## src/rtl/mem_pkg.sv

```systemverilog
// rtl/mem_pkg.sv - shared constants, size encodings and FSM states for the LSU and data RAM
package mem_pkg;

    localparam int DATA_WIDTH = 32;
    localparam int DATA_DEPTH = 1024;

    localparam logic [1:0] SZ_B = 2'b00;
    localparam logic [1:0] SZ_H = 2'b01;
    localparam logic [1:0] SZ_W = 2'b10;

    typedef enum logic [2:0] {
        IDLE,
        LD_RD,
        LD_DATA,
        ST_WR,
        RMW_RD,
        RMW_WR,
        RESP,
        ERR
    } state_t;

    // Illegal size, or an access that straddles its natural alignment.
    function automatic logic req_is_bad(input logic [1:0] size, input logic [1:0] lane);
        logic bad;
        bad = 1'b0;
        case (size)
            SZ_B:    bad = 1'b0;
            SZ_H:    bad = lane[0];
            SZ_W:    bad = (lane != 2'b00);
            default: bad = 1'b1;
        endcase
        return bad;
    endfunction

endpackage

```

## src/rtl/lsu_mem_access_if.sv

```systemverilog
// rtl/lsu_mem_access_if.sv - pipeline-side request/response bundle of the load/store unit
// Ports (signals):
//   req_valid/req_ready  request handshake, accepted when both high
//   req_we               1=store, 0=load
//   req_size             00=byte, 01=half, 10=word, 11=illegal
//   req_unsigned         zero-extend sub-word loads
//   req_addr             byte address
//   req_wdata            right-justified store data
//   rsp_valid            one-cycle response pulse
//   rsp_rdata            extended load data (0 for stores/errors)
//   rsp_err              misaligned or illegal-size request
interface lsu_mem_access_if #(
    parameter int ADDR_WIDTH = 32,
    parameter int DATA_WIDTH = 32
);
    logic                  req_valid;
    logic                  req_ready;
    logic                  req_we;
    logic [1:0]            req_size;
    logic                  req_unsigned;
    logic [ADDR_WIDTH-1:0] req_addr;
    logic [DATA_WIDTH-1:0] req_wdata;
    logic                  rsp_valid;
    logic [DATA_WIDTH-1:0] rsp_rdata;
    logic                  rsp_err;

    modport master (
        output req_valid, req_we, req_size, req_unsigned, req_addr, req_wdata,
        input  req_ready, rsp_valid, rsp_rdata, rsp_err
    );

    modport slave (
        input  req_valid, req_we, req_size, req_unsigned, req_addr, req_wdata,
        output req_ready, rsp_valid, rsp_rdata, rsp_err
    );
endinterface

```

## src/rtl/lsu_align.sv

```systemverilog
// rtl/lsu_align.sv - lane extraction/extension for loads and lane merge for sub-word stores
// Ports:
//   word         RAM word (read data)
//   lane         byte address bits [1:0]
//   size         access size encoding
//   is_unsigned  zero-extend instead of sign-extend
//   wdata        right-justified store data
//   load_data    extended load result
//   store_word   word with the addressed lane(s) replaced by wdata
module lsu_align
    import mem_pkg::*;
(
    input  logic [DATA_WIDTH-1:0] word,
    input  logic [1:0]            lane,
    input  logic [1:0]            size,
    input  logic                  is_unsigned,
    input  logic [DATA_WIDTH-1:0] wdata,
    output logic [DATA_WIDTH-1:0] load_data,
    output logic [DATA_WIDTH-1:0] store_word
);

    logic [7:0]  byte_sel;
    logic [15:0] half_sel;
    logic        byte_sign;
    logic        half_sign;

    always_comb begin
        byte_sel   = word[{lane, 3'b000} +: 8];
        half_sel   = word[{lane[1], 4'b0000} +: 16];
        byte_sign  = !is_unsigned && byte_sel[7];
        half_sign  = !is_unsigned && half_sel[15];
        load_data  = word;
        store_word = wdata;
        case (size)
            SZ_B: begin
                load_data  = {{(DATA_WIDTH-8){byte_sign}}, byte_sel};
                store_word = word;
                store_word[{lane, 3'b000} +: 8] = wdata[7:0];
            end
            SZ_H: begin
                load_data  = {{(DATA_WIDTH-16){half_sign}}, half_sel};
                store_word = word;
                store_word[{lane[1], 4'b0000} +: 16] = wdata[15:0];
            end
            default: begin
                load_data  = word;
                store_word = wdata;
            end
        endcase
    end

endmodule

```

## src/rtl/lsu_mem_access.sv

```systemverilog
// rtl/lsu_mem_access.sv - byte-addressed RV32I load/store unit in front of a word-wide single-port RAM
// Ports:
//   clk, rst   clock (rising edge), synchronous active-high reset
//   bus        request/response bundle (slave side)
//   ram_addr   RAM word index (byte address bits [clog2(DATA_DEPTH)+1:2])
//   ram_din    RAM write data
//   ram_en     RAM enable, never high while rst=1
//   ram_we     RAM write enable, never high while rst=1
//   ram_dout   RAM registered read data (one-cycle latency)
module lsu_mem_access #(
    parameter int DATA_WIDTH = mem_pkg::DATA_WIDTH,
    parameter int DATA_DEPTH = mem_pkg::DATA_DEPTH,
    parameter int ADDR_WIDTH = 32
) (
    input  logic                          clk,
    input  logic                          rst,
    lsu_mem_access_if.slave               bus,
    output logic [$clog2(DATA_DEPTH)-1:0] ram_addr,
    output logic [DATA_WIDTH-1:0]         ram_din,
    output logic                          ram_en,
    output logic                          ram_we,
    input  logic [DATA_WIDTH-1:0]         ram_dout
);
    import mem_pkg::*;

    localparam int RAM_AW = $clog2(DATA_DEPTH);

    state_t state_q, state_d;

    logic                  we_q;
    logic [1:0]            size_q;
    logic                  uns_q;
    logic [RAM_AW+1:0]     addr_q;
    logic [DATA_WIDTH-1:0] wdata_q;
    logic [DATA_WIDTH-1:0] rsp_rdata_q;
    logic                  rsp_err_q;

    logic                  accept;
    logic                  bad_req;
    logic [DATA_WIDTH-1:0] load_data;
    logic [DATA_WIDTH-1:0] store_word;

    // Address bits above the RAM range are deliberately dropped (wrap-around).
    logic unused_addr_bits;
    assign unused_addr_bits = ^bus.req_addr[ADDR_WIDTH-1:0];

    assign bus.req_ready = (state_q == IDLE) && !rst;
    assign accept        = bus.req_valid && bus.req_ready;
    assign bad_req       = req_is_bad(bus.req_size, bus.req_addr[1:0]);

    lsu_align u_align (
        .word        (ram_dout),
        .lane        (addr_q[1:0]),
        .size        (size_q),
        .is_unsigned (uns_q),
        .wdata       (wdata_q),
        .load_data   (load_data),
        .store_word  (store_word)
    );

    always_comb begin
        state_d = state_q;
        case (state_q)
            IDLE: begin
                if (accept) begin
                    if (bad_req)                  state_d = ERR;
                    else if (!bus.req_we)         state_d = LD_RD;
                    else if (bus.req_size == SZ_W) state_d = ST_WR;
                    else                          state_d = RMW_RD;
                end
            end
            LD_RD:   state_d = LD_DATA;
            LD_DATA: state_d = RESP;
            ST_WR:   state_d = RESP;
            RMW_RD:  state_d = RMW_WR;
            RMW_WR:  state_d = RESP;
            RESP:    state_d = IDLE;
            ERR:     state_d = IDLE;
            default: state_d = IDLE;
        endcase
    end

    always_ff @(posedge clk) begin
        if (rst) begin
            state_q     <= IDLE;
            we_q        <= 1'b0;
            size_q      <= 2'b00;
            uns_q       <= 1'b0;
            addr_q      <= '0;
            wdata_q     <= '0;
            rsp_rdata_q <= '0;
            rsp_err_q   <= 1'b0;
        end else begin
            state_q <= state_d;
            if (accept) begin
                we_q    <= bus.req_we;
                size_q  <= bus.req_size;
                uns_q   <= bus.req_unsigned;
                addr_q  <= bus.req_addr[RAM_AW+1:0];
                wdata_q <= bus.req_wdata;
            end
            // Error responses appear the cycle after acceptance, so their
            // response registers load at the acceptance edge.
            if (accept && bad_req) begin
                rsp_rdata_q <= '0;
                rsp_err_q   <= 1'b1;
            end
            // Good responses load on the edge into RESP; for loads that is the
            // edge at which ram_dout is valid (leaving LD_DATA).
            if (state_d == RESP) begin
                rsp_rdata_q <= we_q ? '0 : load_data;
                rsp_err_q   <= 1'b0;
            end
        end
    end

    always_comb begin
        ram_en = 1'b0;
        ram_we = 1'b0;
        case (state_q)
            LD_RD, RMW_RD: ram_en = 1'b1;
            ST_WR, RMW_WR: begin
                ram_en = 1'b1;
                ram_we = 1'b1;
            end
            default: begin
                ram_en = 1'b0;
                ram_we = 1'b0;
            end
        endcase
        // A reset landing on RMW_WR must drop the write, not race it.
        if (rst) begin
            ram_en = 1'b0;
            ram_we = 1'b0;
        end
    end

    assign ram_addr = addr_q[RAM_AW+1:2];
    assign ram_din  = (state_q == RMW_WR) ? store_word : wdata_q;

    assign bus.rsp_valid = ((state_q == RESP) || (state_q == ERR)) && !rst;
    assign bus.rsp_rdata = rsp_rdata_q;
    assign bus.rsp_err   = rsp_err_q;

endmodule

```

## src/flat_wrapper.sv

```systemverilog
// flat-port wrapper written by rule: the top's interface ports become plain ports
module lsu_mem_access_flat import mem_pkg::*;
#(
    parameter int DATA_WIDTH = mem_pkg::DATA_WIDTH,
    parameter int DATA_DEPTH = mem_pkg::DATA_DEPTH,
    parameter int ADDR_WIDTH = 32
)
  (clk, rst, ram_addr, ram_din, ram_en, ram_we, ram_dout, bus_req_valid, bus_req_we, bus_req_size, bus_req_unsigned, bus_req_addr, bus_req_wdata, bus_req_ready, bus_rsp_valid, bus_rsp_rdata, bus_rsp_err);
  lsu_mem_access_if #(.ADDR_WIDTH(ADDR_WIDTH), .DATA_WIDTH(DATA_WIDTH)) bus_i ();
  input  logic clk;
  input  logic rst;
  output logic [$clog2(DATA_DEPTH)-1:0] ram_addr;
  output logic [DATA_WIDTH-1:0] ram_din;
  output logic ram_en;
  output logic ram_we;
  input  logic [DATA_WIDTH-1:0] ram_dout;
  input wire logic [$bits(bus_i.req_valid)-1:0] bus_req_valid;
  input wire logic [$bits(bus_i.req_we)-1:0] bus_req_we;
  input wire logic [$bits(bus_i.req_size)-1:0] bus_req_size;
  input wire logic [$bits(bus_i.req_unsigned)-1:0] bus_req_unsigned;
  input wire logic [$bits(bus_i.req_addr)-1:0] bus_req_addr;
  input wire logic [$bits(bus_i.req_wdata)-1:0] bus_req_wdata;
  output wire logic [$bits(bus_i.req_ready)-1:0] bus_req_ready;
  output wire logic [$bits(bus_i.rsp_valid)-1:0] bus_rsp_valid;
  output wire logic [$bits(bus_i.rsp_rdata)-1:0] bus_rsp_rdata;
  output wire logic [$bits(bus_i.rsp_err)-1:0] bus_rsp_err;
  assign bus_i.req_valid = bus_req_valid;
  assign bus_i.req_we = bus_req_we;
  assign bus_i.req_size = bus_req_size;
  assign bus_i.req_unsigned = bus_req_unsigned;
  assign bus_i.req_addr = bus_req_addr;
  assign bus_i.req_wdata = bus_req_wdata;
  assign bus_req_ready = bus_i.req_ready;
  assign bus_rsp_valid = bus_i.rsp_valid;
  assign bus_rsp_rdata = bus_i.rsp_rdata;
  assign bus_rsp_err = bus_i.rsp_err;
  lsu_mem_access #(.DATA_WIDTH(DATA_WIDTH), .DATA_DEPTH(DATA_DEPTH), .ADDR_WIDTH(ADDR_WIDTH)) u_core (.clk(clk), .rst(rst), .bus(bus_i), .ram_addr(ram_addr), .ram_din(ram_din), .ram_en(ram_en), .ram_we(ram_we), .ram_dout(ram_dout));
endmodule
```

## config.mk

```make
export PLATFORM = sky130hd
export DESIGN_NAME = lsu_mem_access_flat
export DESIGN_NICKNAME = d
export VERILOG_FILES = /design/src/rtl/mem_pkg.sv /design/src/rtl/lsu_mem_access_if.sv /design/src/rtl/lsu_align.sv /design/src/rtl/lsu_mem_access.sv /design/src/flat_wrapper.sv
export SDC_FILE = /design/constraint.sdc
export NUM_CORES = 1
export LEC_CHECK = 0
export ABC_AREA = 0
export BUFFER_PORTS_ARGS = -buffer_cell sky130_fd_sc_hd__buf_2
export CORE_AREA = 2 2 114 116
export DETAILED_ROUTE_END_ITERATION = 6
export DIE_AREA = 0 0 116 118
export GPL_TIMING_DRIVEN = 0
export PLACE_DENSITY_LB_ADDON = 0.25
export SLEW_MARGIN = 15
export SYNTH_ARGS = -nofsm -noshare
export SYNTH_HDL_FRONTEND = slang
export SYNTH_SLANG_ARGS = --single-unit
```

## constraint.sdc

```tcl
create_clock -name clk -period 2.7 [get_ports clk]
set_input_delay 0.405 -clock clk [delete_from_list [all_inputs] [get_ports clk]]
set_output_delay 0.405 -clock clk [all_outputs]
set_load 0.01 [all_outputs]
```

==> results of run 1 <==
==> cell usage in the layout, fill, tap and decap left out, types with 7 or more instances in the layout <==
cell / Yosys / layout
a21o_1: 8 / 8
o21ai_0: 11 / 11
a21oi_2: 2 / 8
o211a_1: 7 / 7
o2bb2ai_1: 19 / 19
buf_4: 12 / 31
clkbuf_16: 0 / 9
o22ai_1: 9 / 9
nor2b_1: 9 / 9
o211ai_1: 15 / 15
a22o_1: 15 / 15
nand2_1: 109 / 109
a21oi_1: 28 / 21
inv_1: 23 / 21
mux2_2: 8 / 8
nor2_1: 24 / 24
clkbuf_1: 24 / 21
o21a_1: 15 / 15
dfxtp_1: 84 / 82
a221oi_1: 15 / 15
nand3b_1: 45 / 45
buf_2: 22 / 178
a22oi_1: 24 / 18
a221o_1: 7 / 7
==> kinds of logic (layout without fill, tap and decap cells) <==
| logic type | Yosys count | in the layout | synth area share (%) |
|---|---|---|---|
| multiplexers | 15 | 15 | 3.546 |
| buffers and inverters | 84 | 274 | 8.273 |
| AO/OA/AOI/OAI | 191 | 191 | 29.68 |
| adder cells (fa/ha/maj) | 5 | 5 | 1.285 |
| AND/OR/NAND/NOR | 208 | 208 | 22.51 |
| flip-flops | 84 | 84 | 34.53 |
| XOR/XNOR | 1 | 1 | 0.1799 |
==> through the flow <==
step                      hold WS (ns)  setup TNS [ns]  power [mW]
final                           0.2344          -1.994       4.194
after global routing            0.2331          -2.671       4.391
after CTS                       0.2225          -1.860       4.159
after detailed placement        0.4358          -13.62       2.895
after global placement          0.4296          -13.05       2.867
after floorplan                 0.4434               0       2.390
==> worst paths after layout <==
check	endpoint	cells after the start	from
worst max-delay path	ram_din[31]	9	u_core.addr_q[0]$_SDFFE_PP0N_
worst min-delay path	u_core.addr_q[7]$_SDFFE_PP0N_	3	bus_req_addr[7]
worst max register to register	u_core.bus.rsp_rdata[11]$_SDFFE_PP0P_	6	u_core.addr_q[0]$_SDFFE_PP0N_
worst min register to register	u_core.bus.rsp_rdata[12]$_SDFFE_PP0P_	1	u_core.bus.rsp_rdata[12]$_SDFFE_PP0P_
==> flip-flops by register name, indices dropped and copies added (netlist names) <==
| name | flops |
|---|---|
| u_core.addr_q | 12 |
| u_core.bus.rsp_err | 1 |
| u_core.bus.rsp_rdata | 32 |
| u_core.size_q | 2 |
| u_core.state_q | 3 |
| u_core.uns_q | 1 |
| u_core.wdata_q | 32 |
| u_core.we_q | 1 |
==> cells in the mapped netlist, drive strengths merged (2+ instances only) <==
cell type  number  area share [%]
nand2         109             8.4
dfxtp          84              35
nand3b         45             6.9
buf            37             4.7
a21oi          30             3.2
a22oi          24             3.7
clkbuf         24             1.9
nor2           24             1.9
inv            23             1.8
o2bb2ai        19             3.4
a221oi         15             2.7
a22o           15             2.7
o211ai         15             2.3
o21a           15             2.3
o21ai          13             1.6
nor2b           9             1.2
o22ai           9             1.2
a21o            8             1.2
a2bb2oi         8             1.4
mux2            8             1.9
a221o           7             1.4
o211a           7             1.4
mux2i           6             1.2
ha              5             1.3
nor4            4             1.1
o31ai           4            0.62
nand2b          3            0.39
and2            2            0.26
and3b           2            0.39
and4bb          2            0.51
nor3            2            0.31
nor3b           2            0.41
nor4bb          2            0.41
==> routing by layer <==
metal | wire, um | up-vias | global-route usage, %
met5 | 0 | - | 0
met4 | 575 | 0 | 9.226
met3 | 1573 | 37 | 7.003
met2 | 8075 | 263 | 39.88
met1 | 7650 | 2452 | 33.60
li1 | - | 2493 | -
==> layout make-up <==
type / instances / area, um^2
plain buffers: 56 / 325.3
clock buffers: 12 / 256.5
clock inverters: 4 / 31.28
fillers: 1229 / 5924
inverters: 23 / 93.84
multi-input cells: 420 / 2938
flip-flops and latches: 84 / 1689
well taps: 172 / 215.2
repair buffers: 179 / 940.9
==> report_power, final <==
| part | total [mW] | leakage, nW | switching [mW] | internal (mW) |
|---|---|---|---|---|
| clock | 1.19 | 0.143 | 0.510 | 0.678 |
| combinational | 1.42 | 2.25 | 0.784 | 0.636 |
| sequential | 1.59 | 0.689 | 0.163 | 1.42 |
==> critical path: cells and delay by family, from the launching register on <==
kind,cells,cell delay (ns)
AOI/OAI and AO/OA,3,0.48
adders and majority gates,1,0.26
buffers and inverters,4,0.66
DFF,1,0.36
and+or+nand+nor,1,0.35
==> what timing repair did <==
action / in CTS / in global routing
endpoints found under the setup margin: 32 / 32
resized for setup: 34 / 16
endpoints found under the hold margin: 0 / 0
pin swaps: 19 / 16
cloned: 0 / 0
buffers inserted: 10 / 8
==> results by group, run 1 <==
Status
  • Status: finished, violations left
  • Failing checks: negative setup slack

Setup path
  • R2R Setup Slk: 0.72 ns
  • Setup crit start kind: flop
  • Worst Path Required: ~2.3 ns
  • Critical Path, Cell by Cell: buf_8, clkinvlp_4, ha_4, nor4bb_1, buf_4, a22oi_2, o211ai_1, o21a_1, buf_2
  • Max stage delay on crit path: about 0.36 ns
  • Setup CP Type: reg -> out
  • CP Max Fanout: 8
  • Critical Path Sink Type: output pin
  • Crit path DAT: approximately 2.5 ns
  • Slowest CP cell: dfxtp_4

Routing
  • Pre-antenna DRT Iters: 5
  • Avg WL per Cell: 18.81 um
  • DRC violations left: 0
  • Vias: approximately 5200
  • Drt total wl: about 18000 um
  • Antenna Nets Post-Route: 0
  • DRT iter0 DRCs: roughly 450
  • Post-DR vias/cell: 5.521

Clocking
  • CTS root buffer: clkbuf_16
  • Max H-tree Level: 3
  • Clock buffer depth: 2
  • Num CTS Buffers: 9
  • Clock sink total: 84
  • Clock Latency Late Sink: 0.35 ns
  • TritonCTS clock tree: done
  • Clock slew at reported path FFs: 0.06 ns
  • Hold buffers post-CTS: 0

Run
  • Max cap viols: 0

STA
  • Max_slew headroom: ~64%
  • Slew Limit Fails: 0
  • Setup slack after layout: -0.1639 ns
  • Fin Clk Skew: roughly 0.0095 ns
  • Final period util: 106.1%
  • Min Tclk post-route: 2.864 ns
  • Setup violators final: 23
  • Tightest Pin Transition: 0.5428 ns
  • RSZ-0062 raised after global routing: true
  • Hold Violations, Final: 0
  • Max Freq: 0.3492 GHz

Floorplanning
  • Die W: 116 um
  • Die height: 118 um
  • Core box area: between 0.01 and 0.015 mm^2
  • Ports: 182
  • Die area: 0.01369 mm^2
  • Initial Util: roughly two fifths
  • Row cnt: 41

Synth
  • Mapped Cells: roughly 600
  • Synth unique cells: 50
  • Mapped Area: around 0.0049 mm^2
  • Yosys warns: 0
  • Mapped Nets: between 600 and 700
  • Async S/R FF share, synth: 0%
  • Avg Cell Area, Syn: about 8.3 um^2
  • Flops & latches, synth: between 80 and 90
  • Most used DFF post-synth: dfxtp_1
  • Seq/Total Area, Yosys: between 30% and 40%
  • Post-synth EDFFs: 0

Power
  • Leakage: between 3 and 4 nW
  • Power Density: about 650 mW/mm^2
  • Maximum VDD drop: slightly above 0.5 mV

Place
  • Gpl congestion: roughly 0.9
  • Buffers on Ports: 161
  • Dpl cells: between 900 and 1000
  • Place WS: -0.6568 ns
  • Detailed placement HPWL: 13450 um
  • Placed inst area: between 0.005 and 0.006 mm^2

Final layout
  • Layout Cells excl Fill: 950
  • Nets: about 880
  • Fraction of final layout cells sized beyond drive strength 1: between 30% and 40%
  • # diodes: 0
  • Post-route cell area: ~0.0065 mm^2
  • Fin util: between 50% and 60%
  • P&R area growth vs syn: 33.27%

Global route
  • Largest net degree at the start of global routing: 15
  • First-pass GRT wire length: between 20000 and 30000 um
  • Number of global-route vias before repair: between 5000 and 6000
  • GRT Resource Usage Total: 25.55%
  • Aggregate global routing overflow: 0
  • Antenna violations before repair: 0

Worst hold path
  • Hold Path Class: in -> reg
(Power assumes the default switching activity.)
==> run 2, diff against run 1 <==
--- a/config.mk
+++ b/config.mk
@@ -7,9 +7,9 @@
 export LEC_CHECK = 0
 export ABC_AREA = 0
 export BUFFER_PORTS_ARGS = -buffer_cell sky130_fd_sc_hd__buf_2
-export CORE_AREA = 2 2 114 116
+export CORE_AREA = 2 2 104 126
 export DETAILED_ROUTE_END_ITERATION = 6
-export DIE_AREA = 0 0 116 118
+export DIE_AREA = 0 0 106 128
 export GPL_TIMING_DRIVEN = 0
 export PLACE_DENSITY_LB_ADDON = 0.25
 export SLEW_MARGIN = 15
==> results by group, run 2 (synthesis results as in run 1) <==
Place
  • Detailed placement HPWL: between 10000 and 15000 um
  • Gpl congestion: roughly 0.9
  • Buffers on Ports: 161
  • Place WS: -0.5926 ns

STA
  • Max Freq: around 0.37 GHz
  • Setup violators final: 1
  • Min Tclk post-route: between 2 and 3 ns
  • Max_slew headroom: 56.53%
  • Slew Limit Fails: 0
  • Setup slack after layout: -0.01158 ns
  • Tightest Pin Transition: about 0.65 ns
  • Fin Clk Skew: ~0.0060 ns
  • Worst hold slack: between 0.2 and 0.25 ns
  • Setup tns final: -0.01158 ns
  • Final period util: 100.4%
  • RSZ-0062 raised after global routing: true
  • Hold Violations, Final: 0

Worst hold path
  • Hold Path Class: in -> reg

Final layout
  • Register Area: approximately 0.0017 mm^2
  • P&R area growth vs syn: 32.86%
  • Most frequent cells in the layout: 177 x buf_2, 109 x nand2_1, 82 x dfxtp_1
  • Fraction of final layout cells sized beyond drive strength 1: 34.84%
  • Multi-input gate area: ~0.0030 mm^2
  • Nets: 876
  • Commonest non-fill, non-tap cell in the layout: buf_2
  • Fin util: slightly above 50%
  • # diodes: 0
  • Fill cells: between 1000 and 1500

Floorplanning
  • Die height: roughly 130 um
  • Core box area: 0.01244 mm^2
  • Row cnt: 45
  • Die W: 106 um
  • Die area: ~0.014 mm^2
  • Initial Util: about two fifths
  • Ports: about 180

Clocking
  • TritonCTS clock tree: done
  • Clock slew at reported path FFs: ~0.060 ns
  • Num CTS Buffers: 9
  • Max H-tree Level: 3
  • Clock buffer depth: 2
  • Hold buffers post-CTS: 0
  • Clock sink total: 84
  • Clock Latency Late Sink: between 0.3 and 0.4 ns
  • CTS root buffer: clkbuf_16

Power
  • Total chip power: 4.235 mW
  • Leakage: about 3.1 nW
  • Maximum VDD drop: ~0.41 mV
  • Power Density: between 600 and 700 mW/mm^2

Setup path
  • Critical Path Sink Type: output pin
  • CP Max Fanout: 8
  • Crit path DAT: roughly 2.3 ns
  • Worst Path Required: approximately 2.3 ns
  • Setup crit start kind: flop
  • Setup CP Type: reg -> out

Routing
  • Drt total wl: between 15000 and 20000 um
  • Avg WL per Cell: ~19 um
  • Vias: ~5300
  • Antenna Nets Post-Route: 0
  • Pre-antenna DRT Iters: 5
  • Post-DR vias/cell: 5.691
  • DRC violations left: 0
  • DRT iter0 DRCs: approximately 350

Run
  • Max cap viols: 0

Status
  • Status: finished, violations left
  • Failing checks: negative setup slack

Global route
  • GRT Resource Usage Total: between 20 and 30%
  • Largest net degree at the start of global routing: 19
  • Number of global-route vias before repair: 5051
  • Aggregate global routing overflow: 0
  • Antenna violations before repair: 0
  • First-pass GRT wire length: between 20000 and 30000 um
## run 2: per-stage QoR
step / std cells / instance area, um^2
global route: 936 / 6470
detailed placement: 913 / 5881
CTS: 931 / 6322
floorplan: 588 / 4870
finish: 936 / 6470
global placement: 913 / 5881
## run 2: final cells by class
type                       instances  share of cell area (%)
buffer                            55                   4.931
clock buffer                      11                   3.752
clock inverter                     4                  0.7735
inverter                          23                   1.450
multi-input combinational        420                   45.64
sequential                        84                   26.11
tap                              164                   3.172
timing repair buffer             175                   14.18
## run 2: repair_timing
item | CTS | global route
pin swaps | 12 | 15
resized for setup | 28 | 22
cloned | 0 | 0
endpoints found under the setup margin | 32 | 25
setup buffers | 7 | 7
## run 2: power breakdown
| part | internal, mW | switching (mW) |
|---|---|---|
| Sequential | 1.42 | 0.155 |
| Combinational | 0.629 | 0.792 |
| Clock | 0.735 | 0.501 |
| Total | 2.79 | 1.45 |
## run 2: layer usage
| metal | global-route usage [%] | vias to the layer above | part of all wire, % |
|---|---|---|---|
| met5 | 0 | - | 0 |
| met4 | 12.00 | 0 | 4.5 |
| met3 | 3.915 | 59 | 6.2 |
| met2 | 43.04 | 244 | 48 |
| met1 | 31.11 | 2530 | 41 |
| li1 | - | 2494 | - |
## run 2: path summary, 6_finish.rpt
kind	start	to	slack (ns)	depth (start not counted)
max	u_core.addr_q[0]$_SDFFE_PP0N_	ram_din[17]	-0.01	8
min	bus_req_addr[2]	u_core.addr_q[2]$_SDFFE_PP0N_	0.24	3
max reg2reg	u_core.addr_q[1]$_SDFFE_PP0N_	u_core.bus.rsp_rdata[21]$_SDFFE_PP0P_	0.66	6
min reg2reg	u_core.bus.rsp_rdata[10]$_SDFFE_PP0P_	u_core.bus.rsp_rdata[10]$_SDFFE_PP0P_	0.45	1
## run 2: critical path, stage by stage (launching register included)
cell and delay, ns:
dfxtp_4 0.38, clkinvlp_4 0.19, ha_4 0.35, nor4bb_4 0.23, buf_6 0.19, a21oi_2 0.06, o211ai_1 0.28, o21a_1 0.17
buf_2 0.12
==> run 3, diff against run 2 <==
--- a/config.mk
+++ b/config.mk
@@ -7,9 +7,9 @@
 export LEC_CHECK = 0
 export ABC_AREA = 0
 export BUFFER_PORTS_ARGS = -buffer_cell sky130_fd_sc_hd__buf_2
-export CORE_AREA = 2 2 104 126
+export CORE_AREA = 2 2 114 139
 export DETAILED_ROUTE_END_ITERATION = 6
-export DIE_AREA = 0 0 106 128
+export DIE_AREA = 0 0 116 141
 export GPL_TIMING_DRIVEN = 0
 export PLACE_DENSITY_LB_ADDON = 0.25
 export SLEW_MARGIN = 15
==> results by group, run 3 (synthesis results as in run 1) <==
Routing
  • Avg WL per Cell: 18.16 um
  • Post-DR vias/cell: about 5.3
  • Pre-antenna DRT Iters: 5
  • WL met1: ~7400 um
  • DR top layer: met4
  • DRC violations left: 0
  • Met2 Wirelength: 8445 um
  • DRT iter0 DRCs: about 320
  • Antenna Nets Post-Route: 0
  • Vias: 5173
  • Drt total wl: around 18000 um
  • Met3 wire length: 1118 um

Clocking
  • Clock buffer depth: 2
  • Num CTS Buffers: 9
  • Clock sink total: 84
  • CTS root buffer: clkbuf_16
  • Max H-tree Level: 3
  • Clock Latency Late Sink: around 0.35 ns
  • TritonCTS clock tree: done
  • Clock slew at reported path FFs: ~0.060 ns

Setup path
  • Setup crit start kind: flop
  • Critical Path Sink Type: output pin
  • Setup CP Type: reg -> out
  • R2r worst-path depth: 6
  • CP Max Fanout: 8
  • Worst Path Required: roughly 2.3 ns
  • Crit path DAT: about 2.4 ns

STA
  • RSZ-0062 raised after global routing: true
  • Setup tns final: -0.3010 ns
  • Min Tclk post-route: 2.764 ns
  • Max_slew headroom: 54.36%
  • Slew Limit Fails: 0
  • Setup slack after layout: -0.06442 ns
  • Setup violators final: 8
  • Max Freq: ~0.36 GHz
  • Final period util: 102.4%
  • Tightest Pin Transition: about 0.7 ns
  • Fin Clk Skew: about 0.0036 ns
  • Hold Violations, Final: 0

Global route
  • GRT Resource Usage Total: a little over a fifth
  • Antenna violations before repair: 0
  • Largest net degree at the start of global routing: 15
  • Number of global-route vias before repair: approximately 5000
  • Aggregate global routing overflow: 0
  • First-pass GRT wire length: 26510 um

Status
  • Failing checks: negative setup slack
  • Status: finished, violations left

Final layout
  • Fraction of final layout cells sized beyond drive strength 1: roughly 36%
  • P&R area growth vs syn: 34.94%
  • Commonest non-fill, non-tap cell in the layout: buf_2
  • # diodes: 0
  • Nets: between 800 and 900
  • Most frequent cells in the layout: 177 x buf_2, 109 x nand2_1, 82 x dfxtp_1
  • Layout Cells excl Fill: 983

Floorplanning
  • Core box area: 0.01514 mm^2
  • Ports: between 150 and 200
  • Row cnt: 50
  • Initial Util: about a third
  • Die height: ~140 um
  • Die area: roughly 0.016 mm^2
  • Die W: 116 um

Power
  • P_sw: between 1 and 1.5 mW
  • Clock share of power: 27.8%
  • Register share of total power: between 30% and 40%
  • Leakage: 3.079 nW
  • Maximum VDD drop: a little under 0.3 mV
  • Power Density: 637.3 mW/mm^2
  • Sw frac: between 30% and 40%
  • P_int: approximately 2.7 mW
  • Combinational share of power: between 30% and 40%

Worst hold path
  • Hold Path Class: in -> reg
  • Hold path depth: 3

Place
  • Detailed placement HPWL: approximately 13000 um
  • Dpl cells: about 960
  • Gpl congestion: 0.9121
  • Buffers on Ports: roughly 160

Run
  • Max cap viols: 0
## run 3: path summary, 6_finish.rpt
kind	from	endpoint	slack, ns
worst min-delay path	bus_req_wdata[17]	u_core.wdata_q[17]$_SDFFE_PP0N_	0.24
worst max register to register	u_core.addr_q[1]$_SDFFE_PP0N_	u_core.bus.rsp_rdata[22]$_SDFFE_PP0P_	0.64
worst max-delay path	u_core.addr_q[1]$_SDFFE_PP0N_	ram_din[20]	-0.06
worst min register to register	u_core.bus.rsp_rdata[14]$_SDFFE_PP0P_	u_core.bus.rsp_rdata[14]$_SDFFE_PP0P_	0.45
## run 3: power groups by stage
stage	logic (mW)	clock network [mW]	registers, mW
floorplan	0.812	0	1.58
global placement	1.31	0	1.59
detailed placement	1.31	0	1.59
CTS	1.40	1.19	1.57
global route	1.57	1.23	1.60
finish	1.45	1.16	1.58
## run 3: critical path, stage by stage, from the launching register on
cell and delay (ns):
dfxtp_4 0.37, buf_8 0.11, clkinvlp_4 0.10, ha_4 0.30, nor4bb_4 0.29, buf_6 0.19
a21oi_2 0.06, o211ai_1 0.28, o21a_1 0.18, buf_2 0.12
## run 3: cell type report
cell class	instances	area, um^2
well taps	208	260.3
repair buffers	178	959.7
multi-input cells	420	2984
clock buffers	13	260.3
inverters	23	93.84
flip-flops and latches	84	1689
plain buffers	55	314.1
clock inverters	2	10.01
fillers	1623	8568
## run 3: layer usage
metal | up-vias | track usage [%]
li1 | 2503 | -
met1 | 2408 | 26.73
met2 | 209 | 34.93
met3 | 53 | 3.955
met4 | 0 | 11.84
met5 | - | 0
## run 3: repair_timing
action,in CTS,in global routing
pin swaps,23,18
resized for setup,39,22
cloned,0,0
setup endpoints to repair,32,25
hold buffers,0,0
setup buffers,11,6
## run 3: through the flow
step           setup slack, ns  util, %  hold WS (ns)  instance area, um^2  total power, mW
3_5_place_dp           -0.5979    39.21        0.4381                 5936            2.899
6_report              -0.06442    43.41        0.2364                 6571            4.188
5_1_grt                -0.1649    43.41        0.2274                 6571            4.399
2_1_floorplan         0.008461        -        0.4434                 4870            2.390
3_3_place_gp           -0.5956    39.21        0.4360                 5936            2.897
4_1_cts                -0.1126    42.52        0.2300                 6437            4.157
